--- config.mk ---
export PLATFORM = sky130hd
export DESIGN_NAME = seq_detect_param_flat
export DESIGN_NICKNAME = d
export VERILOG_FILES = /design/src/rtl/seq_detect_param_if.sv /design/src/rtl/seq_detect_param.sv /design/src/flat_wrapper.sv
export SDC_FILE = /design/constraint.sdc
export NUM_CORES = 1
export LEC_CHECK = 0
export BUFFER_PORTS_ARGS = -buffer_cell sky130_fd_sc_hd__buf_2
export CORE_ASPECT_RATIO = 1.5
export CORE_MARGIN = 4
export CORE_UTILIZATION = 56
export DETAILED_ROUTE_END_ITERATION = 8
export HOLD_SLACK_MARGIN = 0.02
export PLACE_DENSITY = 0.81
export SYNTH_ARGS = -nofsm -noshare
export SYNTH_HDL_FRONTEND = slang
export SYNTH_SLANG_ARGS = --single-unit
--- constraint.sdc ---
create_clock -name clk -period 4.95 [get_ports clk]
set_clock_uncertainty 0.15 [all_clocks]
set_input_delay 0.495 -clock clk [delete_from_list [all_inputs] [get_ports clk]]
set_output_delay 0.495 -clock clk [all_outputs]
set_load 0.03 [all_outputs]
--- src/rtl/seq_detect_param_if.sv ---
// Configuration, serial-input and detection-output bundle for seq_detect_param.
// The master modport drives config and data. The slave modport is the detector side.
interface seq_detect_param_if #(
  parameter int MAX_LEN = 8,
  parameter int CNT_W   = 16
);
  localparam int LW = $clog2(MAX_LEN + 1);

  logic               cfg_load;
  logic [MAX_LEN-1:0] cfg_pattern;
  logic [LW-1:0]      cfg_len;
  logic               cfg_overlap;
  logic               cfg_reg_out;
  logic               in_valid;
  logic               in_bit;
  logic               match;
  logic [CNT_W-1:0]   match_count;
  logic               primed;

  modport master (
    output cfg_load, cfg_pattern, cfg_len, cfg_overlap, cfg_reg_out, in_valid, in_bit,
    input  match, match_count, primed
  );

  modport slave (
    input  cfg_load, cfg_pattern, cfg_len, cfg_overlap, cfg_reg_out, in_valid, in_bit,
    output match, match_count, primed
  );
endinterface

--- src/rtl/seq_detect_param.sv ---
// Runtime-programmable serial pattern detector with overlap control, Mealy or registered
// output and a saturating match counter. Reset state behaves as the legacy overlapping 1101 detector.
module seq_detect_param #(
  parameter int MAX_LEN = 8,
  parameter int CNT_W   = 16
) (
  input  logic               clk,
  input  logic               reset,
  seq_detect_param_if.slave  bus
);
  localparam int LW = $clog2(MAX_LEN + 1);
  localparam logic [LW-1:0]      LEN_MAX = LW'(MAX_LEN);
  localparam logic [LW-1:0]      RST_LEN = (MAX_LEN < 4) ? LEN_MAX : LW'(4);
  localparam logic [MAX_LEN-1:0] RST_PAT = MAX_LEN'(8'b0000_1101);

  logic [MAX_LEN-1:0] pattern, hist, cand, mask;
  logic [LW-1:0]      len, depth, depth_inc, len_m1, len_ld;
  logic               overlap, reg_out, match_r, primed, hit;
  logic [CNT_W-1:0]   count;

  always_comb begin
    mask = '0;
    for (int i = 0; i < MAX_LEN; i++) mask[i] = (i < int'(len));
  end

  assign cand      = {hist[MAX_LEN-2:0], bus.in_bit};
  assign len_m1    = len - 1'b1;
  assign primed    = (depth >= len_m1);
  // depth gates the compare, so stale history bits never produce a hit
  assign hit       = bus.in_valid && !bus.cfg_load && primed && (((cand ^ pattern) & mask) == '0);
  assign depth_inc = (depth == len) ? depth : depth + 1'b1;
  assign len_ld    = (bus.cfg_len == '0)     ? LW'(1)  :
                     (bus.cfg_len > LEN_MAX) ? LEN_MAX : bus.cfg_len;

  always_ff @(posedge clk or posedge reset) begin
    if (reset) begin
      pattern <= RST_PAT;
      len     <= RST_LEN;
      overlap <= 1'b1;
      reg_out <= 1'b0;
      hist    <= '0;
      depth   <= '0;
      match_r <= 1'b0;
      count   <= '0;
    end else if (bus.cfg_load) begin
      pattern <= bus.cfg_pattern;
      len     <= len_ld;
      overlap <= bus.cfg_overlap;
      reg_out <= bus.cfg_reg_out;
      depth   <= '0;
      match_r <= 1'b0;
      count   <= '0;
    end else begin
      match_r <= hit;
      if (bus.in_valid) begin
        hist  <= cand;
        depth <= (hit && !overlap) ? '0 : depth_inc;
      end
      if (hit && (count != '1)) count <= count + 1'b1;
    end
  end

  assign bus.match       = reg_out ? match_r : hit;
  assign bus.match_count = count;
  assign bus.primed      = primed;
endmodule

--- src/flat_wrapper.sv ---
// flat-port wrapper written by rule: the top's interface ports become plain ports
module seq_detect_param_flat 
#(
  parameter int MAX_LEN = 8,
  parameter int CNT_W   = 16
)
  (clk, reset, bus_cfg_load, bus_cfg_pattern, bus_cfg_len, bus_cfg_overlap, bus_cfg_reg_out, bus_in_valid, bus_in_bit, bus_match, bus_match_count, bus_primed);
  seq_detect_param_if #(.MAX_LEN(MAX_LEN), .CNT_W(CNT_W)) bus_i ();
  input  logic clk;
  input  logic reset;
  input wire logic [$bits(bus_i.cfg_load)-1:0] bus_cfg_load;
  input wire logic [$bits(bus_i.cfg_pattern)-1:0] bus_cfg_pattern;
  input wire logic [$bits(bus_i.cfg_len)-1:0] bus_cfg_len;
  input wire logic [$bits(bus_i.cfg_overlap)-1:0] bus_cfg_overlap;
  input wire logic [$bits(bus_i.cfg_reg_out)-1:0] bus_cfg_reg_out;
  input wire logic [$bits(bus_i.in_valid)-1:0] bus_in_valid;
  input wire logic [$bits(bus_i.in_bit)-1:0] bus_in_bit;
  output wire logic [$bits(bus_i.match)-1:0] bus_match;
  output wire logic [$bits(bus_i.match_count)-1:0] bus_match_count;
  output wire logic [$bits(bus_i.primed)-1:0] bus_primed;
  assign bus_i.cfg_load = bus_cfg_load;
  assign bus_i.cfg_pattern = bus_cfg_pattern;
  assign bus_i.cfg_len = bus_cfg_len;
  assign bus_i.cfg_overlap = bus_cfg_overlap;
  assign bus_i.cfg_reg_out = bus_cfg_reg_out;
  assign bus_i.in_valid = bus_in_valid;
  assign bus_i.in_bit = bus_in_bit;
  assign bus_match = bus_i.match;
  assign bus_match_count = bus_i.match_count;
  assign bus_primed = bus_i.primed;
  seq_detect_param #(.MAX_LEN(MAX_LEN), .CNT_W(CNT_W)) u_core (.clk(clk), .reset(reset), .bus(bus_i));
endmodule
; Yosys cells after proc, flatten, opt, wreduce, memory -nomap -nowiden
; Cells that the tools add are included.
[totals]
register_bits = 42
latch_bits = 0
ram_bits = 0
mem_bits_ro = 0
inputBits = 19
out_inout_bits = 18
word_cells = 50
n_memories = 0
[classes]
n_addsub = 3
multipliers = 0
n_div = 0
n_lt_le_gt_ge = 10
eq_ne = 3
shift = 0
n_mux = 10
bitwise = 3
reduce_logical = 13
[ops]
columns = operator, count
row1 = 16-bit two-way mux, 2
row2 = 4-bit two-way mux, 6
row3 = 16-bit by 1-bit adder with 16-bit output (second input constant), 1
row4 = 3-bit by 4-bit less-than comparator with 1-bit output (first input constant), 4
row5 = 16-bit inequality test (second input constant), 1
row6 = 8-bit AND, 1
row7 = 8-bit logical NOT, 1
row8 = 1-bit by 4-bit less-than comparator with 1-bit output (first input constant), 2
row9 = 2-bit by 4-bit less-than comparator with 1-bit output (first input constant), 2
row10 = 8-bit bitwise XOR, 1
row11 = 1-bit logical AND, 5
row12 = 4-bit by 1-bit adder with 4-bit output (second input constant), 1
row13 = 4-bit equality test, 1
row14 = 4-bit greater-or-equal comparator, 1
row15 = 4-bit > comparator (second input constant), 1
row16 = 4-bit logical NOT, 1
row17 = 2-bit AND reduction, 2
row18 = 2-bit nonzero test, 2
row19 = 4-bit by 1-bit subtractor with 4-bit output (second input constant), 1
row20 = 3-bit inequality test (second input constant), 1
row21 = 1-bit logical NOT, 2
row22 = 1-bit two-way mux, 2
row23 = 1-bit NOT, 1

; Longest topological paths before layout
[logic_depth]
depth_word = 8
ltp_mapped = 12
mapped_depth_nobuf = 11

; Worst setup path before layout
; No wires, ideal clock.
[synth_timing]
kind = register to output
start = register u_core.len[1]
end = output bus_match
arrival_time_ns = 2.745
t_required_ns = 4.305
slack_ns = 1.560
stages_incl_launch_ff = 12
path_buffers = 2
path_cell_list = dfrtp_1 > inv_1 > ha_1 > xnor2_1 > ha_1 > o21a_1 > nor2_1 > a21o_1 > or3_4 > buf_6 > clkbuf_1 > o21ai_0
[synth_via]
elab_chain_cells = 5
elab_cells_between_ends = 15
cone_classes = add/sub (1) / order compare (9) / mux (1) / bitwise (1) / reduce/logical (3)
[synth_rtl]
columns = element, line
row1 = start: declaration, seq_detect_param.sv:17  ; logic [LW-1:0] len, depth, depth_inc, len_m1, len_ld;
row2 = start signal: assignment, seq_detect_param.sv:47  ; len <= len_ld;
row3 = 4-bit by 1-bit subtractor with 4-bit output (tied with other cells), seq_detect_param.sv:27  ; assign len_m1 = len - 1'b1;
row4 = 4-bit greater-or-equal comparator / 8-bit AND (equally long branches), "seq_detect_param.sv:28, seq_detect_param.sv:30"
row5 = 1-bit logical AND / 8-bit logical NOT (equally long branches), seq_detect_param.sv:30  ; assign hit = bus.in_valid && !bus.cfg_load && primed && (((cand ^ pattern) & mask) == '0);
row6 = 1-bit logical AND (*), seq_detect_param.sv:30
row7 = 1-bit two-way mux (*), seq_detect_param.sv:63  ; assign bus.match = reg_out ? match_r : hit;
row8 = end: declaration, flat_wrapper.sv:18  ; output wire logic [$bits(bus_i.match)-1:0] bus_match;
; Every way passes the cells marked *; elsewhere a longest branch is shown, timed or not.

; Final worst setup path
; Same ends and word-level chain as after synthesis.

==> out/metrics.cfg <==
[run_status]
status = finished clean

[synthesis]
synth-edff-count = 0
synth_warnings = 0
synth_area_um2 = 2356
async_reset_ff_share_pct = 100.0
synth_ff_type = dfrtp_1
ys_types = 44
syn_nets = 254
synth.avg_cell_area_um2 = 10.42
ys_ff_latch = 42
ys_seq_area_share_pct = 44.88
synth_cells = 226

[global_routing]
grt_usage_pct = 20.17
grt_pass1_wl_um = 8045
antenna_found_initial = 0
grt_pass1_vias = 1795
overflow = 0
grt_start_max_net_pins = 43

[timing]
setup_slack_ns = 1.517
tns_ns = 0
final.period_utilization_pct = 69.35
worst_pin_slew_ns = 0.8410
hold_ws_ns = 0.1542
relSlewSlack_pct = 43.73
period_minus_slack_ns = 3.433
finalHoldViolCount = 0
drv_slew = 0
max_freq_ghz = 0.2913
setup_viol = 0
rsz0062_at_grt = no

[drt]
num_vias = 1810
ant_nets = 0
drc = 0
wl_per_cell_um = 15.93
drt-initial-drc-count = 60
post_drt_via_cell_ratio = 5.974
drt-pass1-iter-count = 5
routed_wl_um = 4827

[setup_path]
crit_chain = inv_1 -> ha_1 -> xnor2_1 -> ha_1 -> o21a_1 -> nor2_1 -> a21o_1 -> or3_4 -> o21ai_0 -> buf_2
required_ns = 4.30
cpPeakStageDelay_ns = 0.51
critPathCaptureType = output pin
cp_data_arrival_time_ns = 2.79
cpMostUsedCell = ha_1
critPathKind = reg -> out
cp-start-kind = flip-flop
critPathMaxFanout = 30
cp_slowest_cell = or3_4

[cts]
cts-root-buf = clkbuf_8
clock_path_buffers = 2
numCtsBuffers = 5
cts_tree = yes
cts_hold_buf = 0
ctsHtreeMaxLevel = 2
cts_setup_buffers = 0
path_clk_slew_ns = 0.09
insertion_delay_ns = 0.30
cts_resized = 0
clkSinkCount = 42

[placement]
place_ws_ns = 1.725
dpl_cell_area_um2 = 2520
gp_congestion = 0.8093
port_buffers = 36
dp_cells = 295
dp.final_hpwl_um = 3440

[finish]
layout.cells.most_common = dfrtp_1
utilization_pct = 65.85
finalNetCount = 285
stdcell_count = 303
diodes = 0
area.growth.synth_to_final_pct = 11.63
layout.cells.most_common_list = 37 x dfrtp_1, 36 x buf_2, 21 x mux2_2
drive_above_1_share_pct = 28.29
fillers = 352
final_area_um2 = 2630

[floorplan]
io_pins = 37
die_h_um = 87.44
die_area_um2 = 5330
fp.dieW_um = 60.96
core-area_um2 = 3994
placementRows = 28
start_util_pct = 58.99

[power_and_ir_drop]
powerDensity_nw_per_um2 = 312.0
power_mw = 0.8205
peakVddDrop_uv = 248.6
p_leak_nw = 1.204

[worst_hold_path]
hold_path_class = in -> async

[run]
maxCapViolations = 0

==> cell families after synthesis <==
group / after synthesis / synth area share [%]
xor+xnor: 13 / 4.833
flops: 42 / 44.88
buf+inv: 23 / 5.045
mux: 24 / 11.31
fa+ha+maj: 9 / 4.780
simple gates: 75 / 17.95
compound gates: 40 / 11.21
==> where the power goes <==
group	switching, mW	internal [mW]	leakage (nW)
Combinational	0.0602	0.0733	0.617
Sequential	0.0337	0.381	0.536
Clock	0.122	0.151	0.0514
==> synth_stat cells (all sizes together), types with 7 or more instances <==
master / number / share of area [%]
dfrtp: 37 / 39
mux2: 21 / 10
nor2: 14 / 2.2
a21oi: 12 / 2.5
nand2: 10 / 1.9
nand3: 10 / 2.1
ha: 9 / 4.8
inv: 9 / 1.4
clkbuf: 8 / 1.3
nor3: 7 / 1.5
o31ai: 7 / 2.2
or4: 7 / 2.2
xor2: 7 / 2.6
==> sequential cells by signal, summed over array words and instances (netlist names) <==
| register | flops |
|---|---|
| u_core.match_r | 1 |
| u_core.bus.match_count | 16 |
| u_core.depth | 4 |
| u_core.overlap | 1 |
| u_core.reg_out | 1 |
| u_core.len | 4 |
| u_core.pattern | 8 |
| u_core.hist | 7 |
==> worst max-delay path: cells and delay by family (launching register included) <==
kind                     cells  cell delay, ns
AO/OA/AOI/OAI                3            0.49
XOR/XNOR                     1            0.14
adder cells (fa/ha/maj)      2            0.52
buffers and inverters        2            0.33
flip-flops                   1            0.45
AND/OR/NAND/NOR              2            0.55
==> routing by layer <==
metal | GRT usage [%] | up-vias | routed length [um]
met2 | 34.18 | 38 | 2536
met5 | 0 | - | 0
met4 | 8.876 | 0 | 104
li1 | - | 884 | -
met1 | 24.07 | 881 | 1990
met3 | 4.006 | 7 | 195
==> worst paths after layout <==
kind / startpoint / to / slack, ns / cells after the start
worst max-delay path: u_core.len[1]$_DFFE_PP0P_ / bus_match / 1.52 / 10
min in group clk: bus_cfg_len[3] / u_core.len[2]$_DFFE_PP1P_ / 0.21 / 2
worst min register to register: u_core.bus.match_count[8]$_DFFE_PP0P_ / u_core.bus.match_count[8]$_DFFE_PP0P_ / 0.38 / 1
worst max register to register: u_core.len[1]$_DFFE_PP0P_ / u_core.bus.match_count[6]$_DFFE_PP0P_ / 1.90 / 10
worst min-delay path: reset / u_core.match_r$_DFF_PP0_ / 0.15 / 3
max in group asynchronous: reset / u_core.pattern[0]$_DFFE_PP1P_ / 4.11 / 3
==> cell type report <==
cell class	count	area, um^2	area share, %
flip-flops and latches	42	1057	40.20
clock inverters	2	37.54	1.427
repair buffers	37	187.7	7.136
inverters	10	38.79	1.475
clock buffers	6	72.57	2.759
well taps	45	56.30	2.141
multi-input cells	161	1180	44.86
Note: power is estimated with default switching activity, not from simulation.
